**config.mk**
```make
export PLATFORM = sky130hd
export DESIGN_NAME = projectile
export DESIGN_NICKNAME = d
export VERILOG_FILES = /design/src/rtl/variable_pkg.sv /design/src/rtl/frame_tick.sv /design/src/rtl/projectile.sv
export SDC_FILE = /design/constraint.sdc
export NUM_CORES = 1
export LEC_CHECK = 0
export BUFFER_PORTS_ARGS = -buffer_cell sky130_fd_sc_hd__buf_2
export CORE_UTILIZATION = 25
export DETAILED_ROUTE_END_ITERATION = 16
export GPL_TIMING_DRIVEN = 0
export SYNTH_ARGS = -nofsm -noshare
export SYNTH_HDL_FRONTEND = slang
export SYNTH_HIERARCHICAL = 1
export SYNTH_SLANG_ARGS = --single-unit
```
**constraint.sdc**
```tcl
create_clock -name clk60MHz -period 4.4 [get_ports clk60MHz]
set_input_delay 0.66 -clock clk60MHz [delete_from_list [all_inputs] [get_ports clk60MHz]]
set_output_delay 0.66 -clock clk60MHz [all_outputs]
set_load 0.03 [all_outputs]
```
**src/rtl/variable_pkg.sv**
```systemverilog
// rtl/variable_pkg.sv - shared game constants and the projectile state encoding.
package variable_pkg;

  localparam logic PLAYER_1 = 1'b0;
  localparam logic PLAYER_2 = 1'b1;

  localparam int SCREEN_W = 1024;

  typedef enum logic [2:0] {
    PROJ_IDLE  = 3'd0,
    PROJ_FLY   = 3'd1,
    PROJ_STEP  = 3'd2,
    PROJ_CHECK = 3'd3,
    PROJ_DONE  = 3'd4
  } proj_state_t;

endpackage

```
**src/rtl/frame_tick.sv**
```systemverilog
// rtl/frame_tick.sv - free-running physics-step counter, one-cycle tick every TICK_CYCLES enabled cycles.
module frame_tick #(
  parameter int TICK_CYCLES = 1_000_000
) (
  input  logic clk_i,
  input  logic rst_i,
  input  logic clear_i,
  input  logic en_i,
  output logic tick_o
);

  localparam int CW = (TICK_CYCLES > 1) ? $clog2(TICK_CYCLES) : 1;

  logic [CW-1:0] cnt_q, cnt_d;

  assign tick_o = en_i && (cnt_q == CW'(TICK_CYCLES - 1));

  always_comb begin
    cnt_d = cnt_q;
    if (clear_i || tick_o) begin
      cnt_d = '0;
    end else if (en_i) begin
      cnt_d = cnt_q + 1'b1;
    end
  end

  always_ff @(posedge clk_i) begin
    if (rst_i) begin
      cnt_q <= '0;
    end else begin
      cnt_q <= cnt_d;
    end
  end

endmodule

```
**src/rtl/projectile.sv**
```systemverilog
// rtl/projectile.sv - launches, animates and collision-checks one thrown projectile.
module projectile
  import variable_pkg::*;
#(
  parameter int TICK_CYCLES = 1_000_000,
  parameter int START_X_P1  = 100,
  parameter int START_X_P2  = 900,
  parameter int START_Y     = 600,
  parameter int GROUND_Y    = 700,
  parameter int WALL_X_MIN  = 496,
  parameter int WALL_X_MAX  = 528,
  parameter int WALL_TOP    = 400,
  parameter int TGT_HALF    = 32,
  parameter int TGT_TOP     = 560
) (
  input  logic               clk60MHz,
  input  logic               rst,
  input  logic               throw_flag,
  input  logic [4:0]         power,
  input  logic               turn,
  output logic signed [11:0] proj_x,
  output logic signed [11:0] proj_y,
  output logic               proj_visible,
  output logic               end_throw,
  output logic               hit
);

  localparam logic signed [11:0] SX1    = 12'(START_X_P1);
  localparam logic signed [11:0] SX2    = 12'(START_X_P2);
  localparam logic signed [11:0] SY     = 12'(START_Y);
  localparam logic signed [11:0] GND    = 12'(GROUND_Y);
  localparam logic signed [11:0] WX_LO  = 12'(WALL_X_MIN);
  localparam logic signed [11:0] WX_HI  = 12'(WALL_X_MAX);
  localparam logic signed [11:0] W_TOP  = 12'(WALL_TOP);
  localparam logic signed [11:0] T_TOP  = 12'(TGT_TOP);
  localparam logic signed [11:0] T1_LO  = 12'(START_X_P1 - TGT_HALF);
  localparam logic signed [11:0] T1_HI  = 12'(START_X_P1 + TGT_HALF);
  localparam logic signed [11:0] T2_LO  = 12'(START_X_P2 - TGT_HALF);
  localparam logic signed [11:0] T2_HI  = 12'(START_X_P2 + TGT_HALF);
  localparam logic signed [11:0] X_MAX  = 12'(SCREEN_W - 1);
  localparam logic signed [7:0]  VY_MAX = 8'sd63;

  proj_state_t        state_q, state_d;
  logic signed [11:0] x_q, x_d, y_q, y_d;
  logic signed [5:0]  vx_q, vx_d;
  logic signed [7:0]  vy_q, vy_d;
  logic               turn_q, turn_d;
  logic               vis_q, vis_d, end_q, end_d, hit_q, hit_d;
  logic               launch, tick;
  logic [5:0]         vmag;
  logic               in_tgt, in_wall, on_ground, off_screen;

  frame_tick #(.TICK_CYCLES(TICK_CYCLES)) u_tick (
    .clk_i   (clk60MHz),
    .rst_i   (rst),
    .clear_i (launch),
    .en_i    (state_q == PROJ_FLY),
    .tick_o  (tick)
  );

  assign vmag = {2'b00, power[4:1]} + 6'd2;

  // The target under test always belongs to the player who is not throwing.
  assign in_tgt = (turn_q == PLAYER_1)
                  ? (x_q >= T2_LO && x_q <= T2_HI && y_q >= T_TOP && y_q <= GND)
                  : (x_q >= T1_LO && x_q <= T1_HI && y_q >= T_TOP && y_q <= GND);
  assign in_wall    = x_q >= WX_LO && x_q <= WX_HI && y_q >= W_TOP && y_q <= GND;
  assign on_ground  = y_q >= GND;
  assign off_screen = x_q < 0 || x_q > X_MAX;

  always_comb begin
    state_d = state_q;
    x_d     = x_q;
    y_d     = y_q;
    vx_d    = vx_q;
    vy_d    = vy_q;
    turn_d  = turn_q;
    vis_d   = vis_q;
    end_d   = end_q;
    hit_d   = hit_q;
    launch  = 1'b0;
    case (state_q)
      PROJ_IDLE: begin
        end_d = 1'b0;
        vis_d = 1'b0;
        hit_d = 1'b0;
        if (throw_flag) begin
          launch  = 1'b1;
          turn_d  = turn;
          x_d     = (turn == PLAYER_2) ? SX2 : SX1;
          y_d     = SY;
          vx_d    = (turn == PLAYER_2) ? (6'd0 - vmag) : vmag;
          vy_d    = 8'd0 - ({3'b000, power} + 8'd4);
          vis_d   = 1'b1;
          state_d = PROJ_FLY;
        end
      end
      PROJ_FLY: begin
        if (tick) begin
          state_d = PROJ_STEP;
        end
      end
      PROJ_STEP: begin
        x_d     = x_q + {{6{vx_q[5]}}, vx_q};
        y_d     = y_q + {{4{vy_q[7]}}, vy_q};
        vy_d    = (vy_q == VY_MAX) ? vy_q : vy_q + 8'sd1;
        state_d = PROJ_CHECK;
      end
      PROJ_CHECK: begin
        if (in_tgt || in_wall || on_ground || off_screen) begin
          hit_d   = in_tgt;
          end_d   = 1'b1;
          vis_d   = 1'b0;
          state_d = PROJ_DONE;
        end else begin
          state_d = PROJ_FLY;
        end
      end
      PROJ_DONE: begin
        if (!throw_flag) begin
          end_d   = 1'b0;
          hit_d   = 1'b0;
          state_d = PROJ_IDLE;
        end
      end
      default: state_d = PROJ_IDLE;
    endcase
  end

  always_ff @(posedge clk60MHz) begin
    if (rst) begin
      state_q <= PROJ_IDLE;
      x_q     <= '0;
      y_q     <= '0;
      vx_q    <= '0;
      vy_q    <= '0;
      turn_q  <= 1'b0;
      vis_q   <= 1'b0;
      end_q   <= 1'b0;
      hit_q   <= 1'b0;
    end else begin
      state_q <= state_d;
      x_q     <= x_d;
      y_q     <= y_d;
      vx_q    <= vx_d;
      vy_q    <= vy_d;
      turn_q  <= turn_d;
      vis_q   <= vis_d;
      end_q   <= end_d;
      hit_q   <= hit_d;
    end
  end

  assign proj_x       = x_q;
  assign proj_y       = y_q;
  assign proj_visible = vis_q;
  assign end_throw    = end_q;
  assign hit          = hit_q;

endmodule

```
==> impl_summary.txt <==
----------------------------------------------------
[Finish]
  Total of fill cells in the finished design ... 1781
  Net total in the final layout ... 589
  Proportion of layout cells with a drive suffix above 1 ... 12.27%
  Count of inserted antenna diode cells ... 0
  Register area ... 1301 um^2
  Growth of design area from synthesis to finish ... 17.70%
  Multi-input gate area ... 2721 um^2
  Post-route cell area ... 4868 um^2

[Place]
  Global placement routability congestion ... 0.8015
  Detailed placement HPWL ... 8284 um
  Port Buf Inserts ... 33
  Placed Area ... 4572 um^2

[Global route]
  Met3 track demand over resource in global routing ... 1.669%
  Global route hottest layer ... met2
  Maximum number of pins on one net before global-route repair ... 11
  Vias in the first global route ... 3523
  Global-route wire length before repair ... 18080 um
  Antenna violations before repair ... 0
  Met1 Track Usage GR ... 19.05%
  Overall Global Routing Usage ... 13.71%
  Overflow left after global routing ... 0
  GR Util met2 ... 21.38%

[STA]
  Share of the clock period used by the worst path ... 55.48%
  Final slew viol count ... 0
  Fmax ... 409.7 MHz
  Final clock skew ... 0.004259 ns
  Endpoints failing setup ... 0
  Post-layout minimum cycle time ... 2.441 ns
  Total count of hold-check failures in the final report ... 0
  Transition time at the pin with the least slew margin ... 0.6679 ns
  Relative slew slack ... 55.47%
  Unrepaired setup endpoints after global routing ... false
  Total negative slack ... 0 ns

[Clock tree]
  Register clock-pin slew on the reported worst setup and hold paths ... 0.05 ns
  Number of sinks driven by the clock tree ... 65
  TritonCTS buffer count ... 9
  Buffer type at the clock tree root ... sky130_fd_sc_hd__clkbuf_16
  Setup Fix Bufs, Post-CTS ... 0
  H-tree level count ... 3
  Count of hold-fix buffers inserted at cts ... 0
  Clock tree from TritonCTS ... built
  Post-cts sizing count ... 0
  Clk buf depth ... 2
  Clock latency at the later pin of the worst-skew pair ... 0.33 ns

[Synth]
  Share of the synthesized area in compound gates (AO/OA/AOI/OAI) ... 23.26%
  Biggest area consumer among synthesized cells ... sky130_fd_sc_hd__dfxtp_1
  Area share of and/or/nand/nor cells after synthesis ... 24.53%
  Number of synthesized flops with an enable pin ... 0
  Leading cell types by total area after synthesis ... sky130_fd_sc_hd__dfxtp_1, sky130_fd_sc_hd__ha_1, sky130_fd_sc_hd__nor2_1
  Instance count of the mapped netlist ... 506
  Sequential element share of the synthesized area ... 31.46%
  Distinct cells, synth ... 67
  Synthesized area per cell ... 8.175 um^2
  Arithmetic-cell share of the synthesized area counting full adders, half adders and majority gates ... 9.437%
  Number of warning messages in the yosys log ... 6
  Post-synthesis net count ... 545
  Cell area after technology mapping ... 4136 um^2
  Mux contribution to synthesized area ... 0.5142%
  Fraction of registers with async set/reset ... 0%
  Post-synthesis sequential element count ... 65
  Main combinational cell family by area after synthesis ... simple AND/OR/NAND/NOR gates
  Ys flop type ... sky130_fd_sc_hd__dfxtp_1
  Fraction of synthesized cell area taken by the top area cell type ... 31.46%
  Xor and xnor fraction of the mapped netlist area ... 8.046%

[Min path]
  Type of the worst min-delay path ... register to register

[Worst setup path]
  Critical Path Start ... proj_x[0]
  Stage delay of the slowest cell on the critical path ... 0.43 ns
  Worst setup slack for register-to-register paths ... 1.96 ns
  Series of cell instances along the critical path ... ha_1, fa_1, a211o_1, a21oi_1, o21ai_1, a221oi_1, xnor2_1, a22o_1
  Endpoint class of the critical path ... register
  Worst reg-to-reg path cell count ... 8
  CP Launch Type ... register
  Data required, critical path ... 4.62 ns
  Signal arrival time at the worst endpoint ... 2.67 ns
  Crit Reg-Reg Endpoint ... proj_x[10]
  Origin of the critical flop-to-flop path ... proj_x[0]
  Biggest fanout along the worst timing path ... 5
  CP Capture Point ... proj_x[10]
  Critical-path top delay cell ... sky130_fd_sc_hd__fa_1
  Start-to-end type of the worst setup path ... register to register

[Pwr]
  Worst VDD drop ... 183.1 uV
  Power density over cell area ... 318.4 nW/um^2
  Standby leakage power ... 1.936 nW

[Route]
  Detailed-route DRC error count ... 0
  Via/cell ratio ... 5.009
  Drt first-iter violations ... 171
  Number of routed nets with antenna violations ... 0
  Pre-Repair DR Iteration Count ... 4
  Via count ... 3857
  Total wire length ... 10910 um
  Routed length per instance ... 14.17 um

[Die]
  Starting utilization of the core area ... 25.85%
  FP Rows ... 46
  I/O pin count ... 36
  Die Span Y ... 130.6 um
  Floorplan core area ... 16000 um^2
  Die footprint ... 17060 um^2
  Die X-Extent ... 130.6 um

[Flow run]
  Max_cap viols ... 0

[Outcome]
  Run status ... finished clean

----------------------------------------------------
## registers in the layout (all words and copies together), names as in the netlist
signal and flops:
vx_q 6, hit 1, proj_visible 1, state_q 3
u_tick/cnt_q 20, vy_q 8, proj_x 12, proj_y 12
turn_q 1, end_throw 1
## stage by stage
step	power (mW)	utilization [%]	std cells	hold WS, ns	setup WS (ns)
2_1_floorplan	0.7924	-	506	0.4356	2.084
4_1_cts	1.566	30.43	770	0.4769	1.953
3_5_place_dp	0.8507	28.57	755	0.4707	1.974
5_1_grt	1.622	30.43	770	0.5021	1.801
3_3_place_gp	0.8482	28.57	755	0.4538	1.968
6_report	1.550	30.43	770	0.4783	1.959
## logic make-up after synthesis
group,Yosys count
mux,2
simple gates,200
buf+inv,28
xor+xnor,38
fa+ha+maj,30
compound gates,143
flops,65
## report_power, final
part | leakage [nW] | total, mW | switching (mW) | internal [mW]
logic | 1.26 | 0.202 | 0.123 | 0.0782
registers | 0.529 | 0.636 | 0.0276 | 0.608
clock network | 0.148 | 0.713 | 0.249 | 0.464
## cell usage after synthesis (5+ instances only)
master and number:
sky130_fd_sc_hd__o21bai_1 5, sky130_fd_sc_hd__dfxtp_1 65, sky130_fd_sc_hd__xnor2_1 20, sky130_fd_sc_hd__o21ai_1 12
sky130_fd_sc_hd__clkbuf_1 12, sky130_fd_sc_hd__o21ai_0 13, sky130_fd_sc_hd__nand3_1 15, sky130_fd_sc_hd__a21o_1 9
sky130_fd_sc_hd__a21oi_1 32, sky130_fd_sc_hd__nand2_1 45, sky130_fd_sc_hd__buf_2 7, sky130_fd_sc_hd__nor2_1 61
sky130_fd_sc_hd__nor3_1 13, sky130_fd_sc_hd__nor2b_1 8, sky130_fd_sc_hd__a31oi_1 6, sky130_fd_sc_hd__nor4_1 5
sky130_fd_sc_hd__nand4_1 10, sky130_fd_sc_hd__or3_1 5, sky130_fd_sc_hd__nand3b_1 5, sky130_fd_sc_hd__a22oi_1 11
sky130_fd_sc_hd__a211oi_1 11, sky130_fd_sc_hd__ha_1 28, sky130_fd_sc_hd__inv_1 6, sky130_fd_sc_hd__xor2_1 18
sky130_fd_sc_hd__a221oi_1 5
## worst min-delay path by stage
| stage | start | end | cells after the start |
|---|---|---|---|
| 2_1_floorplan | vx_q[3] | vx_q[3] | 2 |
| 3_3_place_gp | vx_q[0] | vx_q[0] | 2 |
| 3_5_place_dp | vx_q[0] | vx_q[0] | 2 |
| 4_1_cts | turn_q | turn_q | 2 |
| 5_1_grt | vx_q[0] | vx_q[0] | 2 |
| 6_report | turn_q | turn_q | 2 |
## worst max-delay path, delay by kind of cell (launching register included)
family                   cells  cell delay, ns
XOR/XNOR                     1            0.13
flip-flops                   1            0.35
AO/OA/AOI/OAI                5            1.15
adder cells (fa/ha/maj)      2            0.70
## cells in the final DEF, fill, tap and decap left out, drive strengths merged, types with 5 or more instances in the layout
cell type,n
nand4,11
dfxtp,65
nand2,45
a22oi,11
nor2,62
nor2b,8
a21oi,34
xnor2,20
nor3,14
a31oi,6
or4,6
o21ai,26
ha,28
xor2,18
or3,6
buf,41
o21bai,5
a21o,9
a221oi,5
nand3b,5
inv,8
nor4,5
a211oi,11
nand3,15
clkbuf,24
## final cells by class
class	count	area share [%]
clock buffer	12	5.269
timing repair buffer	33	3.392
clock inverter	3	0.8224
buffer	20	1.722
inverter	8	0.6168
sequential	65	26.73
tap	216	5.551
multi-input combinational	413	55.90
## per-layer routing
metal / routed length [um] / vias up
met5: 0 / -
met3: 499 / 12
li1: - / 1978
met1: 5399 / 1782
met4: 194 / 0
met2: 4819 / 85
Note: power is estimated with default switching activity, not from simulation.
